[src/rtl/ycbcr_pkg.sv]
// Shared constants and types for the YCbCr 4:4:4 to RGB888 converter.
// Coefficients are Q8 fixed point (value * 256).
package ycbcr_pkg;

    localparam int C_RCR = 359;
    localparam int C_GCB = 88;
    localparam int C_GCR = 183;
    localparam int C_BCB = 454;
    localparam int C_RND = 128;
    localparam int C_OFS = 128;
    localparam int LAT   = 4;

    localparam int SUM_W = 19;

    typedef logic signed [SUM_W-1:0] sum_t;
    typedef logic signed [8:0]       chroma_t;

    typedef struct packed {
        logic vsync;
        logic href;
        logic armed;
    } sync_t;

endpackage

[src/rtl/sat_u8.sv]
// Clamps a signed Q8 channel sum to an unsigned 8-bit pixel value and
// reports whether saturation occurred.
module sat_u8
    import ycbcr_pkg::*;
(
    input  logic signed [SUM_W-1:0] value,
    output logic        [7:0]       result,
    output logic                    clip
);

    always_comb begin
        result = value[15:8];
        clip   = 1'b0;
        if (value[SUM_W-1]) begin
            result = 8'd0;
            clip   = 1'b1;
        end else if (|value[SUM_W-2:16]) begin
            result = 8'hFF;
            clip   = 1'b1;
        end
    end

endmodule

[src/rtl/ycbcr444_rgb888.sv]
// Four-stage YCbCr 4:4:4 to RGB888 converter with aligned frame/line strobes
// and a per-frame count of pixels that saturated in any channel.
module ycbcr444_rgb888
    import ycbcr_pkg::*;
(
    input  logic        clk,
    input  logic        rst,
    input  logic        per_frame_vsync,
    input  logic        per_frame_href,
    input  logic [7:0]  per_img_Y,
    input  logic [7:0]  per_img_Cb,
    input  logic [7:0]  per_img_Cr,
    output logic        post_frame_vsync,
    output logic        post_frame_href,
    output logic [7:0]  post_img_red,
    output logic [7:0]  post_img_green,
    output logic [7:0]  post_img_blue,
    output logic [15:0] clip_cnt,
    output logic        clip_cnt_valid
);

    localparam sum_t    K_RCR = sum_t'(C_RCR);
    localparam sum_t    K_GCB = sum_t'(C_GCB);
    localparam sum_t    K_GCR = sum_t'(C_GCR);
    localparam sum_t    K_BCB = sum_t'(C_BCB);
    localparam sum_t    K_RND = sum_t'(C_RND);
    localparam chroma_t K_OFS = chroma_t'(C_OFS);

    chroma_t     cb_s1, cr_s1;
    logic [16:0] y_s1, y_s2;
    sum_t        p_rcr, p_gcb, p_gcr, p_bcb;
    sum_t        r_s3, g_s3, b_s3;
    sync_t       sync_pipe [LAT];
    logic        in_armed;

    logic [7:0]  r_sat, g_sat, b_sat;
    logic        r_clip, g_clip, b_clip;
    logic        clip_s4;

    logic        vs_hist;
    logic        frame_open;
    logic [15:0] clip_run;
    logic        vs_rise, vs_fall, pix_clip;

    sat_u8 u_sat_r (.value(r_s3), .result(r_sat), .clip(r_clip));
    sat_u8 u_sat_g (.value(g_s3), .result(g_sat), .clip(g_clip));
    sat_u8 u_sat_b (.value(b_s3), .result(b_sat), .clip(b_clip));

    // in_armed marks pixels that follow a vsync-low period since reset, so a
    // frame already in flight when reset releases is never reported.
    always_ff @(posedge clk) begin
        if (rst) begin
            cb_s1          <= '0;
            cr_s1          <= '0;
            y_s1           <= '0;
            y_s2           <= '0;
            p_rcr          <= '0;
            p_gcb          <= '0;
            p_gcr          <= '0;
            p_bcb          <= '0;
            r_s3           <= '0;
            g_s3           <= '0;
            b_s3           <= '0;
            post_img_red   <= '0;
            post_img_green <= '0;
            post_img_blue  <= '0;
            clip_s4        <= 1'b0;
            in_armed       <= 1'b0;
            for (int i = 0; i < LAT; i++) begin
                sync_pipe[i] <= '0;
            end
        end else begin
            cb_s1 <= chroma_t'({1'b0, per_img_Cb}) - K_OFS;
            cr_s1 <= chroma_t'({1'b0, per_img_Cr}) - K_OFS;
            y_s1  <= {1'b0, per_img_Y, 8'd0};

            p_rcr <= sum_t'(cr_s1) * K_RCR;
            p_gcb <= sum_t'(cb_s1) * K_GCB;
            p_gcr <= sum_t'(cr_s1) * K_GCR;
            p_bcb <= sum_t'(cb_s1) * K_BCB;
            y_s2  <= y_s1;

            r_s3 <= sum_t'(y_s2) + p_rcr + K_RND;
            g_s3 <= sum_t'(y_s2) - p_gcb - p_gcr + K_RND;
            b_s3 <= sum_t'(y_s2) + p_bcb + K_RND;

            post_img_red   <= sync_pipe[LAT-2].href ? r_sat : 8'd0;
            post_img_green <= sync_pipe[LAT-2].href ? g_sat : 8'd0;
            post_img_blue  <= sync_pipe[LAT-2].href ? b_sat : 8'd0;
            clip_s4        <= r_clip | g_clip | b_clip;

            in_armed     <= in_armed | ~per_frame_vsync;
            sync_pipe[0] <= {per_frame_vsync, per_frame_href, in_armed};
            for (int i = 1; i < LAT; i++) begin
                sync_pipe[i] <= sync_pipe[i-1];
            end
        end
    end

    assign post_frame_vsync = sync_pipe[LAT-1].vsync;
    assign post_frame_href  = sync_pipe[LAT-1].href;

    assign vs_rise  = post_frame_vsync & ~vs_hist;
    assign vs_fall  = ~post_frame_vsync & vs_hist;
    assign pix_clip = post_frame_href & clip_s4;

    // A clear on the first pixel of a frame still counts that pixel.
    always_ff @(posedge clk) begin
        if (rst) begin
            vs_hist        <= 1'b0;
            frame_open     <= 1'b0;
            clip_run       <= '0;
            clip_cnt       <= '0;
            clip_cnt_valid <= 1'b0;
        end else begin
            vs_hist        <= post_frame_vsync;
            clip_cnt_valid <= 1'b0;
            if (vs_rise) begin
                clip_run   <= pix_clip ? 16'd1 : 16'd0;
                frame_open <= sync_pipe[LAT-1].armed;
            end else if (pix_clip && clip_run != 16'hFFFF) begin
                clip_run <= clip_run + 16'd1;
            end
            if (vs_fall && frame_open) begin
                clip_cnt       <= clip_run;
                clip_cnt_valid <= 1'b1;
                frame_open     <= 1'b0;
            end
        end
    end

endmodule
[config.mk]
export PLATFORM = sky130hd
export DESIGN_NAME = ycbcr444_rgb888
export DESIGN_NICKNAME = d
export VERILOG_FILES = /design/src/rtl/ycbcr_pkg.sv /design/src/rtl/sat_u8.sv /design/src/rtl/ycbcr444_rgb888.sv
export SDC_FILE = /design/constraint.sdc
export NUM_CORES = 1
export LEC_CHECK = 0
export ABC_AREA = 1
export CORE_UTILIZATION = 40
export DETAILED_ROUTE_END_ITERATION = 6
export SYNTH_ARGS = -nofsm -noshare
export SYNTH_HDL_FRONTEND = slang
export SYNTH_SLANG_ARGS = --single-unit
[constraint.sdc]
create_clock -name clk -period 10.9 [get_ports clk]
set_clock_uncertainty 0.15 [all_clocks]
set_input_delay 1.635 -clock clk [delete_from_list [all_inputs] [get_ports clk]]
set_output_delay 1.635 -clock clk [all_outputs]
set_load 0.01 [all_outputs]
# Yosys cells after proc, flatten, opt, wreduce, memory -nomap -nowiden
# Memories as Yosys holds them, arrays and structs flattened.
# Cells that the tools add are included.
[word_totals]
register_bits = 246
ram_bits = 12
output_inout_bits = 43
n_memories = 1
[memory_table]
columns = ["memory", "depth", "width", "read_ports", "rd_clocked_by_memory_dff", "wr", "line_no", "text"]
rows = [
  ["sync_pipe", 4, 3, 4, 0, 4, "ycbcr444_rgb888.sv:33", "sync_t sync_pipe [LAT];"],
]
[op_classes]
add_sub_neg = 10
n_mul = 4
n_eq_ne = 1
mux = 20
bitwise_logic = 14
reduce_logical = 10
[ops]
columns = ["operator", "count"]
rows = [
  ["$add A19 B9 Y19 const B", 3],
  ["$add A18 B19 Y19", 2],
  ["$mul A9 B9 Y18 const B", 2],
  ["$mux W16", 2],
  ["$mux W8", 3],
  ["$mul A9 B10 Y19 const B", 1],
  ["$sub A18 B19 Y19", 1],
  ["$sub A19 B19 Y19", 1],
  ["$sub A8 B8 Y9 const B", 2],
  ["$add A16 B1 Y16 const B", 1],
  ["$ne A16 B16 Y1 const B", 1],
  ["$mul A9 B5 Y14 const B", 1],
  ["$mux W3", 4],
  ["$mux W1", 11],
  ["$reduce_or A3 Y1", 3],
  ["$reduce_or A2 Y1", 4],
  ["$or A1 B1 Y1", 7],
  ["$not A1 Y1", 4],
  ["$and A1 B1 Y1", 3],
  ["$logic_and A1 B1 Y1", 2],
  ["$reduce_bool A2 Y1", 1],
]

# Depth between registers and ports, before layout
[logic_depth]
word_depth = 5
ltp_mapped = 19
ltp_nobuf = 19

# Hierarchy
# Synthesis repeated with hierarchy kept, for this count alone.
[unflattened]
hier_cells = 1873
hier_area_um2 = 14274.9
[modules_own_cells]
columns = ["mod", "instances", "cells_per_inst", "area_each_um2", "seq_area_each_um2"]
rows = [
  ["ycbcr444_rgb888", 1, 1813, 13985.9, 4484.3],
  ["sat_u8", 3, 20, 96.3, 0.0],
]

# Worst setup path after synthesis
# OpenSTA, ideal clock, no wires.
[synth_timing]
kind = "register to register"
start = "reg cr_s1[7]"
end = "reg p_gcr[17]"
t_arrival_ns = 3.992
required_time_ns = 10.635
setup_slack_ns = 6.643
stages_incl_launch_ff = 18
cell_sequence = "dfxtp_1 -> inv_2 -> ha_1 -> xor2_1 -> fa_1 -> inv_1 -> fa_1 -> fa_1 -> inv_1 -> ha_1 -> a21oi_1 -> nand2_1 -> nand2_1 -> nand3_1 -> nand2_1 -> nand3_1 -> nand2_1 -> nor2_1"
[synth_between]
elab_chain_len = 1
[synth_lines]
columns = ["item", "line_no", "text"]
rows = [
  ["start: declaration", "ycbcr444_rgb888.sv:29", "chroma_t cb_s1, cr_s1;"],
  ["start signal: assignment", "ycbcr444_rgb888.sv:74", "cr_s1 <= chroma_t'({1'b0, per_img_Cr}) - K_OFS;"],
  ["$mul A9 B9 Y18", "ycbcr444_rgb888.sv:79", "p_gcr <= sum_t'(cr_s1) * K_GCR;"],
  ["end signal: assignment", "ycbcr444_rgb888.sv:79", ""],
  ["end: declaration", "ycbcr444_rgb888.sv:31", "sum_t p_rcr, p_gcb, p_gcr, p_bcb;"],
]
# Every way passes these cells.
# A chain may end at the register's enable or synchronous reset.

# Worst setup path in the final report
[layout_timing]
start = "reg cr_s1[7]"
end = "reg p_gcr[15]"
# The elaborated chain is that of the path after synthesis.

==> results.json <==
{
  "clock-sinks": 194,
  "hold_start": "sync_pipe[2][0]$_SDFF_PP0_",
  "clk_pin_slew_ps": 80,
  "clk_path_buf_depth": 2,
  "switching_share": 0.396,
  "slew_violations": 0,
  "start_kind": "flop",
  "ios": 71,
  "reg2reg_from": "cr_s1[7]$_SDFF_PP0_",
  "ys_async_sr_fraction": 0,
  "min_period_ps": 4760,
  "p_sw_mw": 0.982,
  "seqPwrFrac": 0.345,
  "yosys.area.top_type": "dfxtp_1",
  "synth_warnings": 0,
  "gp_congestion": 0.881,
  "cp_max_fo": 15,
  "nNetsFinal": 2130,
  "cts_made_buffers": 17,
  "finalSetupTns_ps": 0,
  "power_density_nw_per_um2": 165,
  "synth_area_leaders": "dfxtp_1 (29%), ha_1 (17%), fa_1 (10%), inv_1 (9.9%), nand2_1 (8.9%)",
  "fin_crit_sh": 0.437,
  "die_area_um2": 34100,
  "drt_wl_total_mm": 30.1,
  "required_ps": 11100,
  "hold_path.class": "flop to flop",
  "maxSlewHeadroom": 0.395,
  "cts_resized": 0,
  "startpoint": "cr_s1[7]$_SDFF_PP0_",
  "die_w_um": 185,
  "dp_hpwl_mm": 24.3,
  "synth.most_common_cell": "inv_1",
  "worstSetupPathType": "flop to flop",
  "via_per_inst": 4.67,
  "die_h_um": 185,
  "netlist_area_um2": 13300,
  "max_cap_violations": 0,
  "io_buffers": 70,
  "synthTopCellsByCount": "inv_1 (351), nand2_1 (315), nor2_1 (239)",
  "routedWlPerCell_um": 13.1,
  "antenna_found_initial": 0,
  "cts_tree": "built",
  "clkPwrFrac": 0.247,
  "syn_nets": 2066,
  "synth.distinct_cells": 43,
  "combinationalPowerShare": 0.408,
  "grt_pass1_vias": 10560,
  "power.internal_mw": 1.50,
  "drc": 0,
  "synth.top_cell.area_share": 0.291,
  "post_cts_buffers": 0,
  "synth-main-ff-cell": "dfxtp_1",
  "cts-root-buf": "clkbuf_16",
  "cp-end-kind": "flop",
  "drtPass1Iterations": 6,
  "insertion_delay_ps": 440,
  "fp.coreArea_um2": 32700,
  "row_count": 66,
  "cts_hold_buf": 0,
  "finish.instance_area_um2": 15100,
  "post_synth.cell_area_avg_um2": 7.46,
  "status": "complete, no violations",
  "drt_iter0_drc": 521,
  "grt_pass1_wl_mm": 51.0,
  "vias": 10760,
  "syn_inst": 1788,
  "hold_violations": 0,
  "crit_arrival_ps": 4960,
  "initial_core_util": 0.408,
  "ant_nets": 0,
  "max_freq_mhz": 210,
  "leakage_nw": 7.52,
  "overflow": 0,
  "setup_violations": 0,
  "yosysSeqAreaShare": 0.291,
  "synth_seq_cells": 194,
  "antenna_cells": 0,
  "syn_to_final_growth_pct": 12.9,
  "ir_worst_vdd_mv": 0.103,
  "track_usage": 0.188,
  "dpl_cell_area_um2": 14500,
  "rsz0062_at_grt": "false",
  "htreeDepth": 4,
  "grt_max_degree": 76,
  "synth-edff-count": 0,
  "worst_slew_pin_slew_ps": 908,
  "drive_gt1_frac": 0.0343
}
sequential cells by signal, indices dropped and copies added (netlist names), 12 cells and up:
signal	flops
clip_cnt	16
clip_run	16
p_gcr	16
p_gcb	14
p_rcr	14
p_bcb	12
sync_pipe	12
final cells by class:
| type | count | area (µm²) |
|---|---|---|
| fill | 3307 | 17600 |
| multi-input combinational | 1212 | 8010 |
| sequential | 194 | 3880 |
| inverter | 355 | 1330 |
| timing repair buffer | 72 | 711 |
| tap | 442 | 553 |
| clock buffer | 17 | 425 |
| clock inverter | 14 | 141 |
critical path, cell delays in order (launching register included):
cell and delay, ps:
dfxtp_1 760, inv_2 260, ha_1 470, xor2_1 200, fa_1 540, inv_1 50
fa_1 460, fa_1 540, inv_1 40, ha_1 340, a21oi_1 270, nand2_1 90
nand2_1 60, nand3_1 100, nand2_1 120, nand3_1 70, a21oi_1 160
layout by cell type (no fill, tap or decap), types with 7 or more instances in the layout:
cell,instances
a21o_1,9
a21oi_1,129
clkbuf_16,17
clkdlybuf4s50_1,69
dfxtp_1,194
fa_1,69
ha_1,181
inv_1,351
nand2_1,315
nand2_2,7
nand3_1,82
nor2_1,239
nor3_1,34
o21a_1,8
o21ai_0,78
xnor2_1,7
xor2_1,9
per-stage QoR:
stage | cells | hold slack (ps) | util | total power, mW | setup WS (ps)
floorplan | 1788 | 238 | - | 1.63 | 6640
global placement | 2275 | 239 | 0.443 | 1.86 | 6220
detailed placement | 2275 | 243 | 0.443 | 1.87 | 6160
CTS | 2306 | 247 | 0.460 | 2.50 | 6130
global route | 2306 | 267 | 0.460 | 2.70 | 5800
finish | 2306 | 240 | 0.460 | 2.48 | 6140
power groups by stage:
stage	logic, mW	registers (mW)	clock network [mW]
6_report	1.01	0.854	0.613
5_1_grt	1.18	0.863	0.659
4_1_cts	1.01	0.855	0.634
3_5_place_dp	1.00	0.871	0
3_3_place_gp	0.993	0.871	0
2_1_floorplan	0.786	0.843	0
worst paths after layout:
kind	end	slack [ps]	cells after the start
min reg2reg	sync_pipe[3][0]$_SDFF_PP0_	240	2
min	sync_pipe[3][0]$_SDFF_PP0_	240	2
max reg2reg	p_gcr[15]$_SDFF_PP0_	6140	16
max	p_gcr[15]$_SDFF_PP0_	6140	16
layer usage:
metal  routed length [µm]  vias up  track usage  share of wire
met1                15100     4826        0.252           0.50
li1                     -     5713            -              -
met4                  594        0       0.0587          0.020
met3                  938       37       0.0239          0.031
met2                13500      184        0.313           0.45
met5                    0        -            0              0
cells by family after synthesis:
| logic type | synth area share |
|---|---|
| adder cells (fa/ha/maj) | 0.273 |
| AND/OR/NAND/NOR | 0.215 |
| AO/OA/AOI/OAI | 0.101 |
| buffers and inverters | 0.108 |
| XOR/XNOR | 0.0105 |
| flip-flops | 0.291 |
(Power assumes the default switching activity.)
